--- config.mk ---
export PLATFORM = sky130hd
export DESIGN_NAME = simon_serial_ctrl
export DESIGN_NICKNAME = d
export VERILOG_FILES = /design/src/rtl/simon_ctrl_pkg.sv /design/src/rtl/simon_ctrl_shreg.sv /design/src/rtl/simon_serial_ctrl.sv
export SDC_FILE = /design/constraint.sdc
export NUM_CORES = 1
export LEC_CHECK = 0
export BUFFER_PORTS_ARGS = -buffer_cell sky130_fd_sc_hd__clkbuf_2
export CORE_MARGIN = 8
export CORE_UTILIZATION = 35
export DETAILED_ROUTE_END_ITERATION = 6
export GPL_TIMING_DRIVEN = 0
export PLACE_DENSITY = 0.54
export SLEW_MARGIN = 20
export SYNTH_ARGS = -nofsm -noshare
export SYNTH_HDL_FRONTEND = slang
export SYNTH_SLANG_ARGS = --single-unit
--- constraint.sdc ---
create_clock -name clk -period 1.94 [get_ports clk]
set_input_delay 0.388 -clock clk [delete_from_list [all_inputs] [get_ports clk]]
set_output_delay 0.388 -clock clk [all_outputs]
set_load 0.05 [all_outputs]
--- src/rtl/simon_ctrl_pkg.sv ---
// -----------------------------------------------------------------------------
// simon_ctrl_pkg
// Shared definitions for the Simon 32/64 serial host controller:
//   - state_t   : controller FSM states
//   - CMD_*     : codes driven on the core's 2-bit data_rdy command bus
//   - DEF_*     : default widths and watchdog limit
// No ports (package).
// -----------------------------------------------------------------------------
package simon_ctrl_pkg;

  typedef enum logic [2:0] {
    ST_IDLE     = 3'd0,
    ST_LOAD_KEY = 3'd1,
    ST_LOAD_PT  = 3'd2,
    ST_RUN      = 3'd3,
    ST_CAPTURE  = 3'd4,
    ST_OUT      = 3'd5
  } state_t;

  localparam logic [1:0] CMD_IDLE     = 2'b00;
  localparam logic [1:0] CMD_LOAD_PT  = 2'b01;
  localparam logic [1:0] CMD_LOAD_KEY = 2'b10;
  localparam logic [1:0] CMD_RUN      = 2'b11;

  localparam int DEF_BLOCK_W        = 32;
  localparam int DEF_KEY_W          = 64;
  localparam int DEF_MAX_RUN_CYCLES = 1024;

endpackage

--- src/rtl/simon_ctrl_shreg.sv ---
// -----------------------------------------------------------------------------
// simon_ctrl_shreg
// Parallel-load, right-shift register with serial in/out. Bit 0 is the serial
// output; the serial input enters at the MSB, so data leaves LSB first.
// Load has priority over shift.
// Ports:
//   clk        : clock, rising edge
//   i_rst_n    : synchronous active-low reset, clears the register
//   i_load     : load i_load_val
//   i_load_val : parallel load value
//   i_shift    : shift right by one, i_ser_in into the MSB
//   i_ser_in   : serial input bit
//   o_par      : current parallel contents
//   o_ser      : current LSB (serial output)
// -----------------------------------------------------------------------------
module simon_ctrl_shreg #(
  parameter int W = 32
) (
  input  logic         clk,
  input  logic         i_rst_n,
  input  logic         i_load,
  input  logic [W-1:0] i_load_val,
  input  logic         i_shift,
  input  logic         i_ser_in,
  output logic [W-1:0] o_par,
  output logic         o_ser
);

  logic [W-1:0] r_data;
  logic [W-1:0] w_shifted;

  genvar gi;
  generate
    for (gi = 0; gi < W; gi++) begin : g_bit
      if (gi == W - 1) begin : g_msb
        assign w_shifted[gi] = i_ser_in;
      end else begin : g_low
        assign w_shifted[gi] = r_data[gi+1];
      end
    end
  endgenerate

  always_ff @(posedge clk) begin
    if (!i_rst_n) begin
      r_data <= '0;
    end else if (i_load) begin
      r_data <= i_load_val;
    end else if (i_shift) begin
      r_data <= w_shifted;
    end
  end

  assign o_par = r_data;
  assign o_ser = r_data[0];

endmodule

--- src/rtl/simon_serial_ctrl.sv ---
// -----------------------------------------------------------------------------
// simon_serial_ctrl
// Host-side sequencer for the bit-serial Simon 32/64 core. Takes a plaintext
// and key through a valid/ready handshake, streams the key (LSB first, cmd 10)
// then the plaintext (LSB first, cmd 01) into the core, issues run (cmd 11),
// gathers BLOCK_W serial ciphertext bits (LSB first, gaps allowed) and returns
// them through a valid/ready handshake. A watchdog aborts a run in which the
// core never answers.
//
// Optional feature, macro SIMON_CTRL_KEY_CACHE_EN: remembers the last fully
// loaded key; a job carrying the same key skips the key load phase.
//
// Ports:
//   clk             : clock, all logic on rising edge
//   reset           : synchronous active-low reset (0 = reset)
//   pt_in, key_in   : job operands, sampled on in_valid && in_ready
//   in_valid        : host offers a job
//   in_ready        : controller idle and accepting
//   ct_out          : ciphertext result
//   out_valid       : ct_out valid, held until out_ready
//   out_ready       : host takes ct_out
//   core_data_in    : serial load bit to core
//   core_data_rdy   : core command (00 idle, 01 pt bit, 10 key bit, 11 run)
//   core_cipher_out : serial ciphertext bit from core
//   core_valid      : core_cipher_out carries a bit this cycle
//   busy            : controller not idle
//   err             : one-cycle pulse after a watchdog abort
// -----------------------------------------------------------------------------
module simon_serial_ctrl
  import simon_ctrl_pkg::*;
#(
  parameter int BLOCK_W        = DEF_BLOCK_W,
  parameter int KEY_W          = DEF_KEY_W,
  parameter int MAX_RUN_CYCLES = DEF_MAX_RUN_CYCLES
) (
  input  logic               clk,
  input  logic               reset,
  input  logic [BLOCK_W-1:0] pt_in,
  input  logic [KEY_W-1:0]   key_in,
  input  logic               in_valid,
  output logic               in_ready,
  output logic [BLOCK_W-1:0] ct_out,
  output logic               out_valid,
  input  logic               out_ready,
  output logic               core_data_in,
  output logic [1:0]         core_data_rdy,
  input  logic               core_cipher_out,
  input  logic               core_valid,
  output logic               busy,
  output logic               err
);

  localparam int CNT_W = $clog2(KEY_W) + 1;
  localparam int WD_W  = $clog2(MAX_RUN_CYCLES) + 1;

  localparam logic [CNT_W-1:0] CNT_ONE  = CNT_W'(1);
  localparam logic [CNT_W-1:0] KEY_LAST = CNT_W'(KEY_W - 1);
  localparam logic [CNT_W-1:0] PT_LAST  = CNT_W'(BLOCK_W - 1);
  localparam logic [CNT_W-1:0] CT_LAST  = CNT_W'(BLOCK_W - 1);
  localparam logic [WD_W-1:0]  WD_ONE   = WD_W'(1);
  localparam logic [WD_W-1:0]  WD_LAST  = WD_W'(MAX_RUN_CYCLES - 1);

  state_t r_state;
  state_t w_state_next;

  logic [CNT_W-1:0]   r_cnt;
  logic [WD_W-1:0]    r_wd;
  logic [BLOCK_W-1:0] r_ct_out;
  logic               r_out_valid;
  logic               r_err;

  logic               w_accept;
  logic               w_key_hit;
  logic               w_cap_bit;
  logic               w_cap_done;
  logic               w_wd_abort;
  logic               w_state_change;
  logic               w_unused;

  logic [KEY_W-1:0]   w_key_par;
  logic               w_key_ser;
  logic [BLOCK_W-1:0] w_pt_par;
  logic               w_pt_ser;
  logic [BLOCK_W-1:0] w_ct_par;
  logic               w_ct_ser;

  // ---------------------------------------------------------------------------
  // Event decode
  // ---------------------------------------------------------------------------
  assign w_accept       = (r_state == ST_IDLE) && in_valid;
  // A bit is taken from the core in RUN (first bit) and in CAPTURE.
  assign w_cap_bit      = core_valid && ((r_state == ST_RUN) || (r_state == ST_CAPTURE));
  assign w_cap_done     = (r_state == ST_CAPTURE) && core_valid && (r_cnt == CT_LAST);
  // r_wd counts completed RUN cycles; WD_LAST means this is the final allowed one.
  assign w_wd_abort     = (r_state == ST_RUN) && !core_valid && (r_wd == WD_LAST);
  assign w_state_change = (w_state_next != r_state);

  // ---------------------------------------------------------------------------
  // Shift registers. The key register rotates rather than shifting in zeros so
  // that it holds the original key again once all KEY_W bits have gone out.
  // ---------------------------------------------------------------------------
  simon_ctrl_shreg #(.W(KEY_W)) u_key_sr (
    .clk        (clk),
    .i_rst_n    (reset),
    .i_load     (w_accept),
    .i_load_val (key_in),
    .i_shift    (r_state == ST_LOAD_KEY),
    .i_ser_in   (w_key_ser),
    .o_par      (w_key_par),
    .o_ser      (w_key_ser)
  );

  simon_ctrl_shreg #(.W(BLOCK_W)) u_pt_sr (
    .clk        (clk),
    .i_rst_n    (reset),
    .i_load     (w_accept),
    .i_load_val (pt_in),
    .i_shift    (r_state == ST_LOAD_PT),
    .i_ser_in   (1'b0),
    .o_par      (w_pt_par),
    .o_ser      (w_pt_ser)
  );

  // Cleared on accept so a new job never sees bits of the previous one.
  simon_ctrl_shreg #(.W(BLOCK_W)) u_ct_sr (
    .clk        (clk),
    .i_rst_n    (reset),
    .i_load     (w_accept),
    .i_load_val ({BLOCK_W{1'b0}}),
    .i_shift    (w_cap_bit),
    .i_ser_in   (core_cipher_out),
    .o_par      (w_ct_par),
    .o_ser      (w_ct_ser)
  );

  // ---------------------------------------------------------------------------
  // Optional key cache
  // ---------------------------------------------------------------------------
`ifdef SIMON_CTRL_KEY_CACHE_EN
  logic [KEY_W-1:0] r_key_cache;
  logic             r_key_cached;

  assign w_key_hit = r_key_cached && (key_in == r_key_cache);

  always_ff @(posedge clk) begin
    if (!reset) begin
      r_key_cache  <= '0;
      r_key_cached <= 1'b0;
    end else if (w_wd_abort) begin
      r_key_cached <= 1'b0;
    end else if ((r_state == ST_LOAD_KEY) && (r_cnt == KEY_LAST)) begin
      // Register has rotated KEY_W-1 times; one more rotation is the full key.
      r_key_cache  <= {w_key_par[0], w_key_par[KEY_W-1:1]};
      r_key_cached <= 1'b1;
    end
  end

  assign w_unused = ^{w_pt_par, w_ct_par[0], w_ct_ser};
`else
  assign w_key_hit = 1'b0;
  assign w_unused  = ^{w_pt_par, w_ct_par[0], w_ct_ser, w_key_par};
`endif

  // ---------------------------------------------------------------------------
  // FSM: state register
  // ---------------------------------------------------------------------------
  always_ff @(posedge clk) begin
    if (!reset) begin
      r_state <= ST_IDLE;
    end else begin
      r_state <= w_state_next;
    end
  end

  // ---------------------------------------------------------------------------
  // FSM: next state
  // ---------------------------------------------------------------------------
  always_comb begin
    w_state_next = r_state;
    case (r_state)
      ST_IDLE: begin
        if (w_accept) begin
          w_state_next = w_key_hit ? ST_LOAD_PT : ST_LOAD_KEY;
        end
      end
      ST_LOAD_KEY: begin
        if (r_cnt == KEY_LAST) begin
          w_state_next = ST_LOAD_PT;
        end
      end
      ST_LOAD_PT: begin
        if (r_cnt == PT_LAST) begin
          w_state_next = ST_RUN;
        end
      end
      ST_RUN: begin
        if (core_valid) begin
          w_state_next = ST_CAPTURE;
        end else if (w_wd_abort) begin
          w_state_next = ST_IDLE;
        end
      end
      ST_CAPTURE: begin
        if (w_cap_done) begin
          w_state_next = ST_OUT;
        end
      end
      ST_OUT: begin
        if (out_ready) begin
          w_state_next = ST_IDLE;
        end
      end
      default: w_state_next = ST_IDLE;
    endcase
  end

  // ---------------------------------------------------------------------------
  // FSM: outputs decoded from state
  // ---------------------------------------------------------------------------
  always_comb begin
    in_ready      = 1'b0;
    busy          = 1'b1;
    core_data_rdy = CMD_IDLE;
    core_data_in  = 1'b0;
    case (r_state)
      ST_IDLE: begin
        in_ready = 1'b1;
        busy     = 1'b0;
      end
      ST_LOAD_KEY: begin
        core_data_rdy = CMD_LOAD_KEY;
        core_data_in  = w_key_ser;
      end
      ST_LOAD_PT: begin
        core_data_rdy = CMD_LOAD_PT;
        core_data_in  = w_pt_ser;
      end
      ST_RUN, ST_CAPTURE: begin
        core_data_rdy = CMD_RUN;
      end
      default: begin
        core_data_rdy = CMD_IDLE;
      end
    endcase
  end

  // ---------------------------------------------------------------------------
  // Bit / capture counter. In CAPTURE it holds the number of bits already
  // taken, so it enters CAPTURE at 1 because RUN took bit 0.
  // ---------------------------------------------------------------------------
  always_ff @(posedge clk) begin
    if (!reset) begin
      r_cnt <= '0;
    end else if ((r_state == ST_RUN) && core_valid) begin
      r_cnt <= CNT_ONE;
    end else if (w_state_change) begin
      r_cnt <= '0;
    end else if ((r_state == ST_LOAD_KEY) || (r_state == ST_LOAD_PT) ||
                 ((r_state == ST_CAPTURE) && core_valid)) begin
      r_cnt <= r_cnt + CNT_ONE;
    end
  end

  // ---------------------------------------------------------------------------
  // RUN watchdog
  // ---------------------------------------------------------------------------
  always_ff @(posedge clk) begin
    if (!reset) begin
      r_wd <= '0;
    end else if (w_state_change) begin
      r_wd <= '0;
    end else if (r_state == ST_RUN) begin
      r_wd <= r_wd + WD_ONE;
    end
  end

  // ---------------------------------------------------------------------------
  // Result, handshake and error registers
  // ---------------------------------------------------------------------------
  always_ff @(posedge clk) begin
    if (!reset) begin
      r_ct_out    <= '0;
      r_out_valid <= 1'b0;
      r_err       <= 1'b0;
    end else begin
      r_err <= w_wd_abort;
      if (w_cap_done) begin
        // Take the shift register value including the bit arriving now.
        r_ct_out    <= {core_cipher_out, w_ct_par[BLOCK_W-1:1]};
        r_out_valid <= 1'b1;
      end else if ((r_state == ST_OUT) && out_ready) begin
        r_out_valid <= 1'b0;
      end
    end
  end

  assign ct_out    = r_ct_out;
  assign out_valid = r_out_valid;
  assign err       = r_err;

endmodule
==> results by group, run 1 <==
Drt
  • DRT antenna net count: 0
  • DRT iter0 DRCs: approximately 420
  • First-pass DRT Iterations: 5
  • Vias: between 6000 and 7000
  • DR vias/cell: 4.96
  • DRC violations left: 0
  • Avg WL per Cell: 15.8 µm
  • Routed WL: 21200 µm

Setup path
  • Critical path type: reg2reg
  • Worst Path Buf+Inv: 1
  • Critical path fanouts, max: 5
  • Crit path max-delay cell type: or4_4
  • Arr. time, crit path: 2.34 ns
  • R2R Setup Slk: -0.10 ns
  • Kind of cell adding the most delay to the critical path: simple AND/OR/NAND/NOR gates
  • Critical Path End Type: register
  • Worst EP required: about 2.2 ns
  • Crit path launch type: register
  • Ordered cell list for the critical path: nand4_4 > or4_4 > a22oi_4 > mux2i_4 > buf_6 > nor3_1
  • CP peak stage delay: roughly 0.56 ns

Cells and area
  • Diode count: 0
  • Nets@finish: 1155
  • Area growth, synth to finish: 35.4%
  • Fraction of layout cells with a size suffix above 1: 33.0%
  • Final Core Density: 48.2%
  • Non-filler cells, final: 1339

Synth
  • Syn nets: 960
  • Synth warn: 0
  • Post-synthesis cell count: 856
  • Post-synthesis cell area: 0.00748 mm²
  • Synth Area per Inst: 8.74 µm²
  • Yosys cell types: 47
  • Top cells by area, synth: dfxtp_1 49%, nand2_1 12%, a21boi_0 12%
  • Number of synthesized register bits: 182
  • Synth area leader: dfxtp_1
  • Seq/Total Area, Yosys: 48.7%
  • Yosys top cell area share: 48.7%

Run status
  • Violated checks: negative setup slack
  • Status: complete, but fails checks

STA
  • Tcrit/Tclk final: 105%
  • Setup WS post-layout: -0.100 ns
  • Fin. max-slew vios: 0
  • Maximum clock rate: 490 MHz
  • Worst slew pin tran: 0.673 ns
  • Hold Slack: 0.199 ns
  • Period minus WS final: 2.04 ns
  • Final Hold Vio Count: 0
  • Final setup fails: 48
  • RSZ-0062 raised after global routing: yes
  • Max Clock Skew: 0.0158 ns
  • Worst relative slew slack: between 50% and 60%

Clock tree
  • Number of buffers created by CTS: 17
  • Clock sink total: 182
  • Worst-skew pair later-pin latency: 0.44 ns
  • Root Buffer: clkbuf_16
  • Clk slew on worst S/H paths: 0.07 ns
  • CTS max path bufs: 2
  • CTS H-tree lvls: 4
  • CTS tree: yes

Min path
  • Hold crit path type: in2reg

Die
  • Io pins: 141
  • Die Area: 0.0263 mm²
  • Die Span Y: 162 µm
  • Die W: 162 µm
  • Rows: 53
  • CORE AREA: 0.0210 mm²
  • Initial core utilization: 35.6%

Power and ir drop
  • Pwr per Cell Area: 812 mW/mm²
  • Power, Total: roughly 8 mW
  • Maximum vdd drop: 0.489 mV
  • Leakage: 3.82 nW

Global route
  • Vias in the first global route: approximately 6500
  • Remaining Overflow, GRT: 0
  • Initial antenna violation count: 0
  • All-Layer GR Usage: 15.9%
  • Largest net degree at the start of global routing: 20
  • First-pass GRT wire length: 33900 µm

Placement
  • Count of input and output buffers: 138
  • Worst slack at placement: -0.876 ns
  • DP Wirelength: 14100 µm
  • Total placed cells including tap cells: 1269
  • Final GP Congestion: 0.743

Job
  • Max-capacitance violation count: 0
metrics by stage:
step / cell area (µm²) / TNS [ns]
2_1_floorplan: 7540 / -0.246
3_3_place_gp: 8580 / -68.54
3_5_place_dp: 8580 / -71.12
4_1_cts: 9880 / -3.82
5_1_grt: 10100 / -6.19
6_report: 10100 / -2.26
cell usage in the layout (no fill, tap or decap), drive strengths merged, types with 5 or more instances in the layout:
| master | count |
|---|---|
| xnor2 | 9 |
| nand3 | 5 |
| clkbuf | 197 |
| clkinv | 5 |
| a21boi | 125 |
| mux2i | 7 |
| a21oi | 34 |
| xor2 | 7 |
| o21ai | 5 |
| nand2 | 241 |
| nor2 | 12 |
| buf | 67 |
| nor3 | 23 |
| dfxtp | 182 |
| a22oi | 92 |
| inv | 12 |
worst register-to-register path, delay by kind of cell (launching register included):
kind,cells,cell delay [ns]
buf+inv,1,0.17
compound gates,1,0.25
flops,1,0.37
simple gates,3,0.73
mux,1,0.38
cell usage after synthesis, drive strengths merged:
cell and n:
dfxtp 182, and2 3, nor2b 2, a22oi 92, nand2 241, o211a 3, xnor2 9, mux2i 7
or4b 1, or3b 2, a31o 2, nor3 23, buf 20, o21ai 5, a21boi 125, and3 2
and3b 1, nand3 5, o31ai 1, a211oi 1, a21oi 34, nand4 3, o21a 1, a32oi 1
nor4 1, nor2 12, o211ai 1, nor3b 1, a22o 1, or4 2, inv 5, clkbuf 51
ha 2, xor2 7, nand3b 3, nor4b 1, nand2b 3
power breakdown:
part / internal [mW] / switching (mW) / leakage [nW]
clock network: 1.85 / 1.71 / 0.291
registers: 3.85 / 0.0703 / 1.49
logic: 0.334 / 0.404 / 2.04
registers in the layout (all words and copies together) (netlist names):
signal          flops
ct_out             32
err                 1
out_valid           1
r_cnt               7
r_state             3
r_wd               11
u_ct_sr.o_par      31
u_key_sr.o_par     64
u_pt_sr.o_par      32
worst paths after layout:
path                                                       to  cells after the start                          start
worst max-delay path                    r_cnt[4]$_SDFFE_PP0P_                      6           r_wd[4]$_SDFFE_PP0P_
worst max register to register          r_cnt[4]$_SDFFE_PP0P_                      6           r_wd[4]$_SDFFE_PP0P_
worst min-delay path            u_pt_sr.o_par[0]$_SDFFE_PN0P_                      2                       pt_in[0]
worst min register to register         ct_out[0]$_SDFFE_PN0P_                      2  u_ct_sr.o_par[1]$_SDFFE_PP0P_
layout make-up:
type | count | area (µm²)
buffer | 66 | 483
multi-input combinational | 598 | 3890
clock inverter | 15 | 183
clock buffer | 17 | 425
tap | 275 | 344
fill | 2089 | 10900
timing repair buffer | 181 | 1120
inverter | 5 | 18.8
sequential | 182 | 3680
metal layers:
layer	up-vias	wire length, µm	GRT usage, %
met5	-	0	0
met4	0	197	4.76
met3	13	946	3.77
met2	136	9830	24.7
met1	3140	10200	21.3
li1	3357	-	-
logic make-up after synthesis:
logic type                 synth area share, %
AOI/OAI and AO/OA                         25.9
xor gates and xnor gates                  1.87
adders and majority gates                0.334
buffers and inverters                     4.43
DFF                                       48.7
muxes                                    0.986
and+or+nand+nor                           17.8
what timing repair did:
item | in CTS | in global routing
cloned | 5 | 0
hold endpoints to repair | 0 | 0
hold buffers | 0 | 0
setup endpoints to repair | 176 | 167
pin swaps | 75 | 15
setup buffers | 26 | 12
gates resized for setup | 154 | 66
No activity file was read; power rests on OpenSTA's default activity.
==> run 2: changes to the inputs <==
ABC_AREA = 1   (was default)
GPL_TIMING_DRIVEN = default   (was 0)
MAX_ROUTING_LAYER = met4   (was default)
==> run 2 against run 1 <==
  * The flow now finishes without violations
  * Combinational power decreased by 3.5%
  * Design area is 12% lower
  * Global-route usage decreased by 1.1 points
  * Clock skew down 0.0015 ns
  * Fmax rose by 9.9%
  * Synthesized area is 2.5% lower
  * Worst hold slack gained 0.0051 ns
  * Critical path type is now reg2out
==> results by group, run 2 <==
Run status
  • Status: finished, final reports clean

Synth
  • Post-synthesis cell count: 954 (+11%)
  • Synth cell count leaders: 314 x nand2_1, 182 x dfxtp_1, 97 x a31oi_1, 89 x nor2_1, 65 x o21ai_0
  • Synth Area per Inst: 7.65 µm² (-13%)
  • Top cells by area, synth: dfxtp_1 50%, nand2_1 16%, a31oi_1 8.3%
  • Top_reg_cell synth: dfxtp_1
  • Yosys top cell area share: 49.9% (+1.3 points)
  • Post-synth EDFFs: 0 (unchanged)
  • Number of synthesized register bits: 182 (unchanged)
  • Async SR Flop Fraction: 0% (unchanged)
  • Syn nets: 1058 (+10%)
  • Yosys cell types: 31 (-34%)
  • Post-synthesis cell area: 0.00729 mm² (-2.5%)
  • Synth warn: 0 (unchanged)
  • Seq/Total Area, Yosys: 49.9% (+1.3 points)
  • Synth area leader: dfxtp_1
  • Top-count cell post-synth: nand2_1

Power and ir drop
  • Flop pwr share: 49.2% (+1.5 points)
  • Net Sw Frac: 25.3% (-1.3 points)
  • Combinational share of power: 8.9% (about the same)
  • Leakage: 3.54 nW (-7.4%)
  • Pwr per Cell Area: 903 mW/mm² (+11%)
  • Net Sw Power: 2.04 mW (-6.9%)
  • Maximum vdd drop: 0.570 mV (+17%)
  • Clock Power Share: 42.0% (-1.3 points)
  • Internal power: 6.01 mW (-0.57%)

Global route
  • M3 GR Usage: 3.51% (-0.26 points)
  • Initial antenna violation count: 0 (unchanged)
  • GR peak layer: met2
  • All-Layer GR Usage: 14.7% (-1.1 points)
  • GRT met1 Usage: 18.7% (-2.6 points)
  • Remaining Overflow, GRT: 0 (unchanged)
  • Largest net degree at the start of global routing: 77 (+290%)
  • First-pass GRT wire length: 30900 µm (-8.7%)
  • Vias in the first global route: 6327 (-2.2%)
  • Met2 usage: 22.9% (-1.8 points)

STA
  • Tcrit/Tclk final: 95.7% (-9.5 points)
  • Max Clock Skew: 0.0142 ns (-0.00153 ns)
  • Worst relative slew slack: 71.5% (+16 points)
  • Final setup fails: 0 (-100%)
  • Hold Slack: 0.204 ns (+0.00507 ns)
  • Period minus WS final: 1.86 ns (-0.183 ns)
  • Worst slew pin tran: 0.426 ns (-0.247 ns)
  • Fin. max-slew vios: 0 (unchanged)
  • Final Hold Vio Count: 0 (unchanged)
  • Maximum clock rate: 539 MHz (+9.9%)
  • RSZ-0062 raised after global routing: yes
  • Setup TNS: 0 ns (+2.26 ns)

Cells and area
  • Max reg flops: 64 (unchanged)
  • Commonest non-fill, non-tap cell in the layout: nand2_1
  • Area growth, synth to finish: 22.1%
  • Nets@finish: 1180 (+2.2%)
  • Most frequent cells in the layout: 313 x nand2_1, 180 x dfxtp_1, 137 x clkbuf_2
  • Fraction of layout cells with a size suffix above 1: 21.4% (-12 points)
  • Diode count: 0 (unchanged)
  • Non-filler cells, final: 1363 (+1.8%)

Setup path
  • Ordered cell list for the critical path: nor2_4 > nand2_2 > nand2_1 > inv_1 > nand2_1 > buf_8
  • CP peak stage delay: 0.39 ns (-0.17 ns)
  • Crit path max-delay cell type: dfxtp_4
  • Arr. time, crit path: 1.47 ns (-0.87 ns)
  • Critical path fanouts, max: 6 (+1)
  • Critical Path End Type: primary output
  • Kind of cell adding the most delay to the critical path: simple AND/OR/NAND/NOR gates
  • Worst Path Buf+Inv: 2 (+1)
  • Top cell by count, worst path: nand2_1
  • Critical path type: reg2out
  • Worst EP required: 1.55 ns (-0.69 ns)
  • Crit path launch type: register

Drt
  • Avg WL per Cell: 13.6 µm (-14%)
  • DRC violations left: 0 (unchanged)
  • Routed WL: 18500 µm (-13%)
  • First-pass DRT Iterations: 4 (-1)
  • DRT antenna net count: 0 (unchanged)
  • Vias: 6435 (-3.2%)
  • DRT iter0 DRCs: 462 (+11%)
  • DR vias/cell: 4.72 (-4.9%)

Die
  • CORE AREA: 0.0208 mm² (-1.3%)
  • Die Span Y: 160 µm (-1.2%)
  • Die Area: 0.0257 mm² (-2.3%)
  • Io pins: 141 (unchanged)
  • Rows: 53 (unchanged)
  • Initial core utilization: 35.1% (-0.46 points)
  • Die W: 160 µm (-1.2%)

Placement
  • Total placed cells including tap cells: 1330 (+4.8%)
  • Count of input and output buffers: 140 (+1.4%)
  • DP Wirelength: 12400 µm (-12%)
  • Final GP Congestion: 0.804 (+8.3%)

Clock tree
  • Clk slew on worst S/H paths: 0.07 ns (about the same)
  • CTS H-tree lvls: 4 (unchanged)
  • Root Buffer: clkbuf_16
  • Worst-skew pair later-pin latency: 0.43 ns (about the same)
  • Clock sink total: 182 (unchanged)
  • CTS max path bufs: 2 (unchanged)
  • CTS tree: yes
  • Number of buffers created by CTS: 17 (unchanged)

Min path
  • Hold crit path type: in2reg

Job
  • Max-capacitance violation count: 0 (unchanged)
==> run 2: cell count changes after synthesis, moves of 12 or more <==
| cell | previous run | this run |
|---|---|---|
| nor2_1 | 12 | 89 |
| o21ai_0 | 4 | 65 |
| nand2_1 | 241 | 314 |
| inv_1 | 5 | 37 |
| a22oi_1 | 91 | 0 |
| a31oi_1 | 0 | 97 |
| nor2_4 | 0 | 12 |
| clkbuf_1 | 51 | 32 |
| nor3_1 | 13 | 1 |
| a21boi_0 | 120 | 0 |
==> run 2: power groups by stage <==
stage                     clock, mW  sequential, mW  combinational (mW)
after floorplan                   0            4.02               0.472
after CTS                      3.46            3.96               0.720
after detailed placement          0            4.04               0.705
after global placement            0            4.04               0.704
after global routing           3.61            3.97               0.798
final                          3.37            3.96               0.712
==> run 2: kinds of logic after synthesis <==
| family | after synthesis | synth area share [%] |
|---|---|---|
| simple gates | 451 | 26.1 |
| compound gates | 201 | 15.6 |
| buf+inv | 101 | 5.90 |
| xor+xnor | 15 | 1.80 |
| fa+ha+maj | 2 | 0.343 |
| mux | 2 | 0.309 |
| flops | 182 | 49.9 |
==> run 2: routing by layer <==
layer	part of all wire (%)	up-vias
li1	-	3379
met1	49	2911
met2	46	127
met3	4.1	18
met4	1.1	0
met5	0	-
==> run 2: cell type report <==
type | count | area (µm²)
Inverter | 42 | 164
Tap cell | 275 | 344
Clock buffer | 20 | 457
Sequential cell | 182 | 3650
Multi-Input combinational cell | 671 | 3240
Timing Repair Buffer | 162 | 931
Fill cell | 2164 | 11900
Clock inverter | 11 | 116
==> run 2: final timing paths <==
path / start / endpoint / cells past startpoint / slack [ns]
worst min register to register: u_ct_sr.o_par[13]$_SDFFE_PP0P_ / u_ct_sr.o_par[13]$_SDFFE_PP0P_ / 2 / 0.47
worst min-delay path: key_in[23] / u_key_sr.o_par[23]$_SDFFE_PN0P_ / 3 / 0.20
worst max register to register: r_cnt[0]$_SDFFE_PN0P_ / r_wd[10]$_SDFFE_PP0P_ / 10 / 0.17
worst max-delay path: r_state[1]$_SDFF_PN0_ / core_data_rdy[1] / 6 / 0.08
==> run 2: stage by stage <==
stage / worst slack [ns] / util, % / total power, mW / area (µm²)
4_1_cts: 0.00683 / 42.8 / 8.14 / 8890
5_1_grt: -0.0101 / 42.9 / 8.38 / 8900
3_3_place_gp: 0.160 / 39.9 / 4.74 / 8270
6_report: 0.0830 / 42.9 / 8.04 / 8900
2_1_floorplan: 0.150 / - / 4.49 / 7290
3_5_place_dp: 0.133 / 39.9 / 4.74 / 8270
==> run 2: tightest hold or removal path, delay by kind of cell <==
| kind | cells | cell delay, ns |
|---|---|---|
| AO/OA/AOI/OAI | 1 | 0.07 |
| AND/OR/NAND/NOR | 1 | 0.05 |
| buffers and inverters | 1 | 0.08 |
==> run 2: what timing repair did <==
| item | CTS | global route |
|---|---|---|
| gates resized for setup | 9 | 7 |
| setup buffers | 2 | 0 |
| pin swaps | 1 | 1 |
| endpoints found under the setup margin | 3 | 22 |
| hold buffers | 0 | 0 |
